File: config.mk
export PLATFORM = sky130hd
export DESIGN_NAME = writeback_flat
export DESIGN_NICKNAME = d
export VERILOG_FILES = /design/src/rtl/writeback_pkg.sv /design/src/rtl/writeback_if.sv /design/src/rtl/writeback_queue.sv /design/src/rtl/writeback.sv /design/src/flat_wrapper.sv
export SDC_FILE = /design/constraint.sdc
export NUM_CORES = 1
export LEC_CHECK = 0
export CORE_MARGIN = 4
export CORE_UTILIZATION = 35
export CTS_CLUSTER_DIAMETER = 150
export DETAILED_ROUTE_END_ITERATION = 12
export SLEW_MARGIN = 0
export SYNTH_ARGS = -nofsm -noshare
export SYNTH_HDL_FRONTEND = slang
export SYNTH_SLANG_ARGS = --single-unit
File: constraint.sdc
create_clock -name clk -period 4.41 [get_ports clk]
set_input_delay 0.882 -clock clk [delete_from_list [all_inputs] [get_ports clk]]
set_output_delay 0.882 -clock clk [all_outputs]
set_load 0.1 [all_outputs]
File: src/rtl/writeback_pkg.sv
// rtl/writeback_pkg.sv - shared widths and write-queue entry layout for the writeback stage
//
// Purpose: single home for the data/register widths and the {rd_num, data} entry
// layout used by the writeback top, its queue and its bus interface.
// Ports: none (package).

package writeback_pkg;

  localparam int WORD      = 32;
  localparam int W_RD      = 5;
  localparam int W_WBQ_ENT = W_RD + WORD;

  typedef struct packed {
    logic [W_RD-1:0] rd_num;
    logic [WORD-1:0] data;
  } wb_ent_t;

  // r0 is hard-wired zero, so a result only needs a register-file write when it
  // both asks for one and targets a real register.
  function automatic logic writes_reg(input logic wb, input logic [W_RD-1:0] rd_num);
    return wb && (rd_num != '0);
  endfunction

endpackage

File: src/rtl/writeback_if.sv
// rtl/writeback_if.sv - EX-to-writeback handshake and register-file write port bundle
//
// Purpose: groups the EX result handshake (v/stall) and the register-file
// req/ack write port into one interface.
// Signals:
//   v_i, rd_num_i, wb_i, rd_data_i  EX result and its valid
//   stall_o                         back to EX, 1 = hold
//   rf_we_o, rf_num_o, rf_data_o    register-file write request
//   rf_ack_i                        register file took the write this cycle
// Modports: slave = writeback stage, master = the EX/regfile side driving it.

interface writeback_if;
  import writeback_pkg::*;

  logic            v_i;
  logic            stall_o;
  logic [W_RD-1:0] rd_num_i;
  logic            wb_i;
  logic [WORD-1:0] rd_data_i;
  logic            rf_we_o;
  logic [W_RD-1:0] rf_num_o;
  logic [WORD-1:0] rf_data_o;
  logic            rf_ack_i;

  modport slave (
    input  v_i, rd_num_i, wb_i, rd_data_i, rf_ack_i,
    output stall_o, rf_we_o, rf_num_o, rf_data_o
  );

  modport master (
    output v_i, rd_num_i, wb_i, rd_data_i, rf_ack_i,
    input  stall_o, rf_we_o, rf_num_o, rf_data_o
  );

endinterface

File: src/rtl/writeback_queue.sv
// rtl/writeback_queue.sv - parametric synchronous FIFO of pending register writes
//
// Purpose: holds accepted writes in order until the register file acknowledges
// them; exposes per-entry valid bits and rd_num taps for the hazard compare.
// Ports:
//   clk, rst            clock, synchronous active-high reset (empties the queue)
//   push, push_ent      write push_ent at tail (ignored when full)
//   pop                 drop the head entry (ignored when empty)
//   head_ent            entry at head
//   full, empty         occupancy flags from the registered count
//   ent_valid           per-slot occupied bits
//   ent_rd_num          per-slot destination register taps

module writeback_queue
  import writeback_pkg::*;
#(
  parameter int DEPTH = 2
) (
  input  logic                       clk,
  input  logic                       rst,
  input  logic                       push,
  input  wb_ent_t                    push_ent,
  input  logic                       pop,
  output wb_ent_t                    head_ent,
  output logic                       full,
  output logic                       empty,
  output logic [DEPTH-1:0]           ent_valid,
  output logic [DEPTH-1:0][W_RD-1:0] ent_rd_num
);

  localparam int W_PTR   = $clog2(DEPTH);
  localparam int W_COUNT = W_PTR + 1;

  wb_ent_t            mem [DEPTH];
  logic [DEPTH-1:0]   valid;
  logic [W_PTR-1:0]   head;
  logic [W_PTR-1:0]   tail;
  logic [W_COUNT-1:0] count;
  logic               do_push;
  logic               do_pop;

  assign full    = (count == W_COUNT'(DEPTH));
  assign empty   = (count == '0);
  assign do_push = push && !full;
  assign do_pop  = pop && !empty;

  // Pointers wrap naturally because DEPTH is a power of two. head==tail with
  // both push and pop active cannot occur: that needs empty or full, and each
  // of those blocks one side.
  always_ff @(posedge clk) begin
    if (rst) begin
      head  <= '0;
      tail  <= '0;
      count <= '0;
      valid <= '0;
    end else begin
      if (do_push) begin
        tail        <= tail + W_PTR'(1);
        valid[tail] <= 1'b1;
      end
      if (do_pop) begin
        head        <= head + W_PTR'(1);
        valid[head] <= 1'b0;
      end
      case ({do_push, do_pop})
        2'b10:   count <= count + W_COUNT'(1);
        2'b01:   count <= count - W_COUNT'(1);
        default: count <= count;
      endcase
    end
  end

  // Payload storage needs no reset; slots are only read when their valid bit is set.
  always_ff @(posedge clk) begin
    if (do_push) begin
      mem[tail] <= push_ent;
    end
  end

  assign head_ent  = mem[head];
  assign ent_valid = valid;

  always_comb begin
    ent_rd_num = '0;
    for (int i = 0; i < DEPTH; i++) begin
      ent_rd_num[i] = mem[i].rd_num;
    end
  end

endmodule

File: src/rtl/writeback.sv
// rtl/writeback.sv - final pipeline stage: queues EX results and drains them to the register file
//
// Purpose: accepts EX results on the v/stall handshake, queues register writes,
// issues them to the register file with req/ack, flags pending-write hazards for
// ID and counts retired instructions.
// Ports:
//   clk, rst    clock, synchronous active-high reset
//   bus         writeback_if.slave: EX handshake in, register-file write port out
//   chk_num_i   register ID is about to read
//   hazard_o    a queued write targets chk_num_i
//   retired_o   number of accepted EX results, wraps

module writeback
  import writeback_pkg::*;
#(
  parameter int DEPTH = 2,
  parameter int W_CNT = 32
) (
  input  logic             clk,
  input  logic             rst,
  writeback_if.slave       bus,
  input  logic [W_RD-1:0]  chk_num_i,
  output logic             hazard_o,
  output logic [W_CNT-1:0] retired_o
);

  wb_ent_t                    push_ent;
  wb_ent_t                    head_ent;
  logic                       full;
  logic                       empty;
  logic                       accept;
  logic                       push;
  logic                       pop;
  logic [DEPTH-1:0]           ent_valid;
  logic [DEPTH-1:0][W_RD-1:0] ent_rd_num;

  // stall depends only on registered occupancy, so a same-cycle pop never
  // admits a push into a full queue; EX sees the slot one cycle later.
  assign bus.stall_o = full;
  assign accept      = bus.v_i && !full;
  assign push        = accept && writes_reg(bus.wb_i, bus.rd_num_i);
  assign pop         = bus.rf_ack_i && !empty;

  assign push_ent.rd_num = bus.rd_num_i;
  assign push_ent.data   = bus.rd_data_i;

  writeback_queue #(.DEPTH(DEPTH)) u_queue (
    .clk        (clk),
    .rst        (rst),
    .push       (push),
    .push_ent   (push_ent),
    .pop        (pop),
    .head_ent   (head_ent),
    .full       (full),
    .empty      (empty),
    .ent_valid  (ent_valid),
    .ent_rd_num (ent_rd_num)
  );

  // Head payload is forced to zero when empty so the port shows no stale data.
  assign bus.rf_we_o   = !empty;
  assign bus.rf_num_o  = empty ? '0 : head_ent.rd_num;
  assign bus.rf_data_o = empty ? '0 : head_ent.data;

  always_comb begin
    hazard_o = 1'b0;
    for (int i = 0; i < DEPTH; i++) begin
      if (ent_valid[i] && (ent_rd_num[i] == chk_num_i)) begin
        hazard_o = 1'b1;
      end
    end
    // Reads of r0 never wait on a write.
    if (chk_num_i == '0) begin
      hazard_o = 1'b0;
    end
  end

  always_ff @(posedge clk) begin
    if (rst) begin
      retired_o <= '0;
    end else if (accept) begin
      retired_o <= retired_o + W_CNT'(1);
    end
  end

endmodule

File: src/flat_wrapper.sv
// flat-port wrapper written by rule: the top's interface ports become plain ports
module writeback_flat import writeback_pkg::*;
#(
  parameter int DEPTH = 2,
  parameter int W_CNT = 32
)
  (clk, rst, chk_num_i, hazard_o, retired_o, bus_v_i, bus_rd_num_i, bus_wb_i, bus_rd_data_i, bus_rf_ack_i, bus_stall_o, bus_rf_we_o, bus_rf_num_o, bus_rf_data_o);
  writeback_if bus_i ();
  input  logic clk;
  input  logic rst;
  input  logic [W_RD-1:0] chk_num_i;
  output logic hazard_o;
  output logic [W_CNT-1:0] retired_o;
  input wire logic [$bits(bus_i.v_i)-1:0] bus_v_i;
  input wire logic [$bits(bus_i.rd_num_i)-1:0] bus_rd_num_i;
  input wire logic [$bits(bus_i.wb_i)-1:0] bus_wb_i;
  input wire logic [$bits(bus_i.rd_data_i)-1:0] bus_rd_data_i;
  input wire logic [$bits(bus_i.rf_ack_i)-1:0] bus_rf_ack_i;
  output wire logic [$bits(bus_i.stall_o)-1:0] bus_stall_o;
  output wire logic [$bits(bus_i.rf_we_o)-1:0] bus_rf_we_o;
  output wire logic [$bits(bus_i.rf_num_o)-1:0] bus_rf_num_o;
  output wire logic [$bits(bus_i.rf_data_o)-1:0] bus_rf_data_o;
  assign bus_i.v_i = bus_v_i;
  assign bus_i.rd_num_i = bus_rd_num_i;
  assign bus_i.wb_i = bus_wb_i;
  assign bus_i.rd_data_i = bus_rd_data_i;
  assign bus_i.rf_ack_i = bus_rf_ack_i;
  assign bus_stall_o = bus_i.stall_o;
  assign bus_rf_we_o = bus_i.rf_we_o;
  assign bus_rf_num_o = bus_i.rf_num_o;
  assign bus_rf_data_o = bus_i.rf_data_o;
  writeback #(.DEPTH(DEPTH), .W_CNT(W_CNT)) u_core (.clk(clk), .rst(rst), .bus(bus_i), .chk_num_i(chk_num_i), .hazard_o(hazard_o), .retired_o(retired_o));
endmodule
---- Word-level counts from Yosys, hierarchy flattened ----
Memories as Yosys holds them, arrays and structs flattened. A register that Yosys moved wholly into a read port is not among the register bits.
Cells that the tools add are included.
Widths: inputs -> output; s select.
operators by class
  mux-type cells .......................... 17
  add/sub/neg operators ................... 5
  bitwise gates (word level) .............. 3
  reductions and logical operators ........ 16
  equality and inequality tests ........... 5
  order comparisons ....................... 4
operators by type and width
  cell                   count
  $add 32x1->32 const B  1
  $mux 32                1
  $eq 5x5->1             2
  $logic_and 1x1->1      10
  $mux 1                 9
  $mux 2                 3
  $logic_not 5->1        1
  $mux 5                 1
  $reduce_bool 5->1      1
  $eq 2x2->1 const B     2
  $lt 1x2->1 const B     2
  $pmux 2 s2             1
  $add 1x1->1 const B    2
  $add 2x1->2 const B    1
  $and 2x2->2            1
  $demux 1 s1            2
  $eq 2x1->1 const B     1
  $ge 1x1->1 const B     2
  $logic_not 1->1        2
  $logic_not 2->1        1
  $not 2->2              1
  $or 2x2->2             1
  $reduce_bool 2->1      1
  $sub 2x1->2 const B    1
storage, ports and cells
  bits of input ports ..................... 47
  memory bits (writable) .................. 74
  memories kept ........................... 1
  word-level logic and storage cells ...... 56
  output and inout bits ................... 72
  register bits ........................... 38
memories
  name                depth  width  read ports  clocked after Yosys merged registers in  wr ports  RTL line               source
  u_core.u_queue.mem  2      37     3           1                                        1         writeback_queue.sv:34  wb_ent_t mem [DEPTH];

---- Logic depth before layout (Yosys ltp) ----
  word-level depth ........................ 9
  depth in mapped cells ................... 8
  mapped depth without buffers ............ 8

---- Modules after synthesis ----
Synthesis repeated with hierarchy kept, for this count alone.
second synthesis, totals
  cell total of the unflattened synthesis .. 395
  area total of the unflattened synthesis .. 4973.5 um2
by module, submodules not included
  module           instances  sequential area each (um2)  area an instance (um2)  cells an instance
  writeback_queue  1          2362.3                      3037.9                  158
  writeback        1          640.6                       1935.6                  237

---- Least setup slack after synthesis ----
No wires, ideal clock.
  path kind ............................... input to register
  start ................................... input bus_v_i
  end ..................................... memory u_core.u_queue.mem[0][0] in the netlist's numbering (enable)
  data required time ...................... 3.973 ns
  arrival ................................. 3.315 ns
  path slack .............................. 0.657 ns
  stages on the path ...................... 4
  path buffers ............................ 0
  setup time .............................. 0.437 ns
  cells stage by stage .................... inv_1 > nor2_1 > o311a_1 > nor2b_1
between the ends
  cells in the longest elaborated chain, start to end .. 5
ends and longest elaborated chain
  item                          RTL line               source
  start, declared               flat_wrapper.sv:14     input wire logic [$bits(bus_i.v_i)-1:0] bus_v_i;
  $logic_and 1x1->1             writeback.sv:40        assign accept = bus.v_i && !full;
  $logic_and 1x1->1             writeback.sv:41        assign push = accept && writes_reg(bus.wb_i, bus.rd_num_i);
  $logic_and 1x1->1             writeback_queue.sv:44  assign do_push = push && !full;
  $mux 1                        writeback_queue.sv:75  if (do_push) begin
  $mux 1 (implied by the code)  writeback_queue.sv:76  mem[tail] <= push_ent;
  end, declared                 writeback_queue.sv:34
No other way between the ends.

==> flow_metrics.py <==
metrics = {
    "worst_setup_path": {
        "cp.required_ps": 3530,
        "crit_type": "reg -> out",
        "r2r_cells": 4,
        "setup.worst_path.start_class": "register",
        "reg2reg_to": "u_core.u_queue.mem[1][9]",
        "reg2reg_slack_ps": 1960,
        "r2r_start": "u_core.u_queue.count[0]",
        "arrival_ps": 2650,
        "crit_path_end_kind": "output pin",
        "critPathMaxFanout": 19,
    },
    "synth": {
        "synth_ff_type": "edfxtp_1",
        "synth-warning-count": 0,
        "synth_seq_cells": 113,
        "syn_area_um2": 4660,
        "synth_cells": 378,
        "synth_nets": 427,
        "seq_area_frac_synth_pct": 64.5,
        "synth_cell_types": 35,
        "avgSynthCellArea_um2": 12.3,
        "synth-edff-count": 74,
        "postSynth.asyncResetShare_pct": 0,
    },
    "clock_network": {
        "tritoncts": "done",
        "cts_hold_buf": 0,
        "h-tree-depth": 4,
        "cts_setup_buffers": 0,
        "clock_path_buffers": 2,
        "cts-root-buf": "clkbuf_16",
        "clkLatencyLatePin_ps": 400,
        "cts_buffers": 17,
        "clk_pin_slew_ps": 50,
        "clock_sinks": 113,
        "ctsResizeCount": 0,
    },
    "layout": {
        "diodes": 0,
        "drive_above_1_share_pct": 11.7,
        "fillCellCount": 1134,
        "area_delta_synth_final_pct": 40.7,
        "final_nets": 554,
    },
    "worst_hold_path": {
        "worstHoldPathCells": 1,
        "hp-start": "u_core.u_queue.head",
        "min_path_type": "reg -> reg",
        "hold_end": "u_core.u_queue.ent_valid[1]",
    },
    "grt": {
        "met3_usage_pct": 5.49,
        "overflow": 0,
        "grt_antenna_before_repair": 0,
        "grtUsageMet2_pct": 21.5,
        "grt_pass1_wl_um": 16400,
        "busiest_layer": "met2",
        "grt_use_total_pct": 14.3,
        "grtUsageMet1_pct": 18.6,
        "grt_max_degree": 39,
        "grt_pass1_vias": 3177,
    },
    "sta": {
        "skew_ps": 4.05,
        "hold_viol": 0,
        "worst_slew_pin_slew_ps": 1010,
        "fin_setup_tns_ps": 0,
        "fmax_mhz": 283,
        "rsz0062_at_grt": "no",
        "min_period_ps": 3530,
        "final_max_slew_viol_count": 0,
        "setup_violations": 0,
        "min_period_over_period_pct": 80.1,
        "relSlewSlack_pct": 32.5,
        "whs_ps": 491,
    },
    "pwr": {
        "vdd.ir_drop.worst_mv": 0.260,
        "power_per_cell_area_nw_per_um2": 684,
        "leakage_nw": 2.23,
    },
    "floorplanning": {
        "die_y_um": 123,
        "rows": 41,
        "start_util_pct": 36.3,
        "die_area_um2": 15200,
        "die_w_um": 123,
        "design.portCount": 119,
        "coreArea_um2": 12800,
    },
    "place": {
        "gp_congestion": 0.766,
        "hpwl_um": 6980,
        "port_buffers": 118,
    },
    "route": {
        "routedWlPerCell_um": 15.3,
        "wl_um": 10500,
        "num_vias": 3268,
        "antenna_left": 0,
        "viasPerCell": 4.76,
        "drc": 0,
        "first_pass_iters": 4,
        "first_iter_violations": 202,
    },
    "run": {
        "maxCapViolations": 0,
    },
    "status": {
        "status": "finished clean",
    },
}
==> per-layer routing <==
metal / wire length [µm] / part of all wire [%] / vias up
met1: 4840 / 46 / 1556
met5: 0 / 0 / -
met2: 4800 / 46 / 95
met3: 745 / 7.1 / 12
met4: 140 / 1.3 / 0
li1: - / - / 1605
==> report_power, final <==
| part | total (mW) | switching, mW | leakage [nW] | internal [mW] |
|---|---|---|---|---|
| Sequential | 1.27 | 0.0638 | 0.994 | 1.20 |
| Clock | 1.35 | 0.428 | 0.282 | 0.924 |
| Combinational | 1.86 | 1.45 | 0.954 | 0.413 |
| Total | 4.48 | 1.94 | 2.23 | 2.54 |
==> registers in the layout, indices dropped and copies added (netlist names), named ones only <==
signal / cells
u_core.retired_o: 32
u_core.u_queue.count: 2
u_core.u_queue.ent_valid: 2
u_core.u_queue.head: 1
u_core.u_queue.mem: 74
u_core.u_queue.tail: 1
==> layout make-up <==
cell class / count / area (µm²) / share of cell area, %
Sequential cell: 113 / 3000 / 45.8
Tap cell: 172 / 215 / 3.28
Timing Repair Buffer: 122 / 1160 / 17.6
Clock buffer: 20 / 437 / 6.66
Clock inverter: 9 / 141 / 2.16
Inverter: 8 / 30.0 / 0.458
Multi-Input combinational cell: 243 / 1570 / 23.9
==> cell usage in the layout (no fill, tap or decap), drive strengths merged <==
cell type and count:
a211oi 1, a21oi 15, and2 4, and3 3, buf 26, bufinv 4, clkbuf 20, clkdlybuf4s50 96
clkinv 5, dfxtp 39, edfxtp 74, ha 2, inv 8, mux2i 38, nand2 10, nand3 18
nand4 9, nor2 70, nor2b 3, nor3 2, nor4 3, nor4b 1, o21a 1, o21ai 13
o311a 1, or2 1, or3 14, or4 1, xnor2 10, xor2 23
==> kinds of logic (layout without fill, tap and decap cells) <==
family                   count (synthesis)  in the layout  share of synthesized area (%)
multiplexers                            38             38                           8.17
flip-flops                             113            113                           64.5
XOR/XNOR                                33             33                           6.21
adder cells (fa/ha/maj)                  2              2                          0.537
buffers and inverters                   22            159                           2.04
AO/OA/AOI/OAI                           31             31                           3.55
AND/OR/NAND/NOR                        139            139                           15.0
==> worst max-delay path by stage <==
stage	end	slack (ps)
2_1_floorplan	u_core.u_queue.mem[0][0]	660
3_3_place_gp	u_core.u_queue.mem[1][12]	1040
3_5_place_dp	u_core.u_queue.mem[1][12]	1040
4_1_cts	bus_rf_data_o[3]	850
5_1_grt	bus_rf_data_o[3]	790
6_report	bus_rf_data_o[3]	880
==> cells in the mapped netlist (all sizes together) (3+ instances only) <==
cell / number / area share (%)
clkbuf: 7 / 0.56
nand3: 18 / 2.0
dfxtp: 39 / 17
xor2: 23 / 4.3
edfxtp: 74 / 48
buf: 7 / 0.83
and3: 3 / 0.40
a21oi: 15 / 1.6
nor2b: 3 / 0.46
nand2: 10 / 0.81
and2: 4 / 0.54
nor4: 3 / 0.73
mux2i: 38 / 8.2
xnor2: 10 / 1.9
nor2: 70 / 5.6
o21ai: 13 / 1.4
nand4: 9 / 1.5
or3: 14 / 1.9
inv: 8 / 0.65
==> worst max-delay path: stages (launching register included) <==
cell and delay [ps]:
dfxtp_2 720, mux2i_1 180, nor2_1 180, clkdlybuf4s50_1 1160
==> metrics by stage <==
stage | instance area (µm²) | std cells | setup slack (ps) | utilization (%) | total power, mW
after floorplan | 4660 | 378 | 657 | - | 2.74
after global placement | 5970 | 658 | 1040 | 46.6 | 3.16
after detailed placement | 5970 | 658 | 1040 | 46.6 | 3.16
after CTS | 6550 | 687 | 846 | 51.1 | 4.53
after global routing | 6550 | 687 | 793 | 51.1 | 4.65
final | 6550 | 687 | 878 | 51.1 | 4.48
Power figures use the tool's default switching activity.
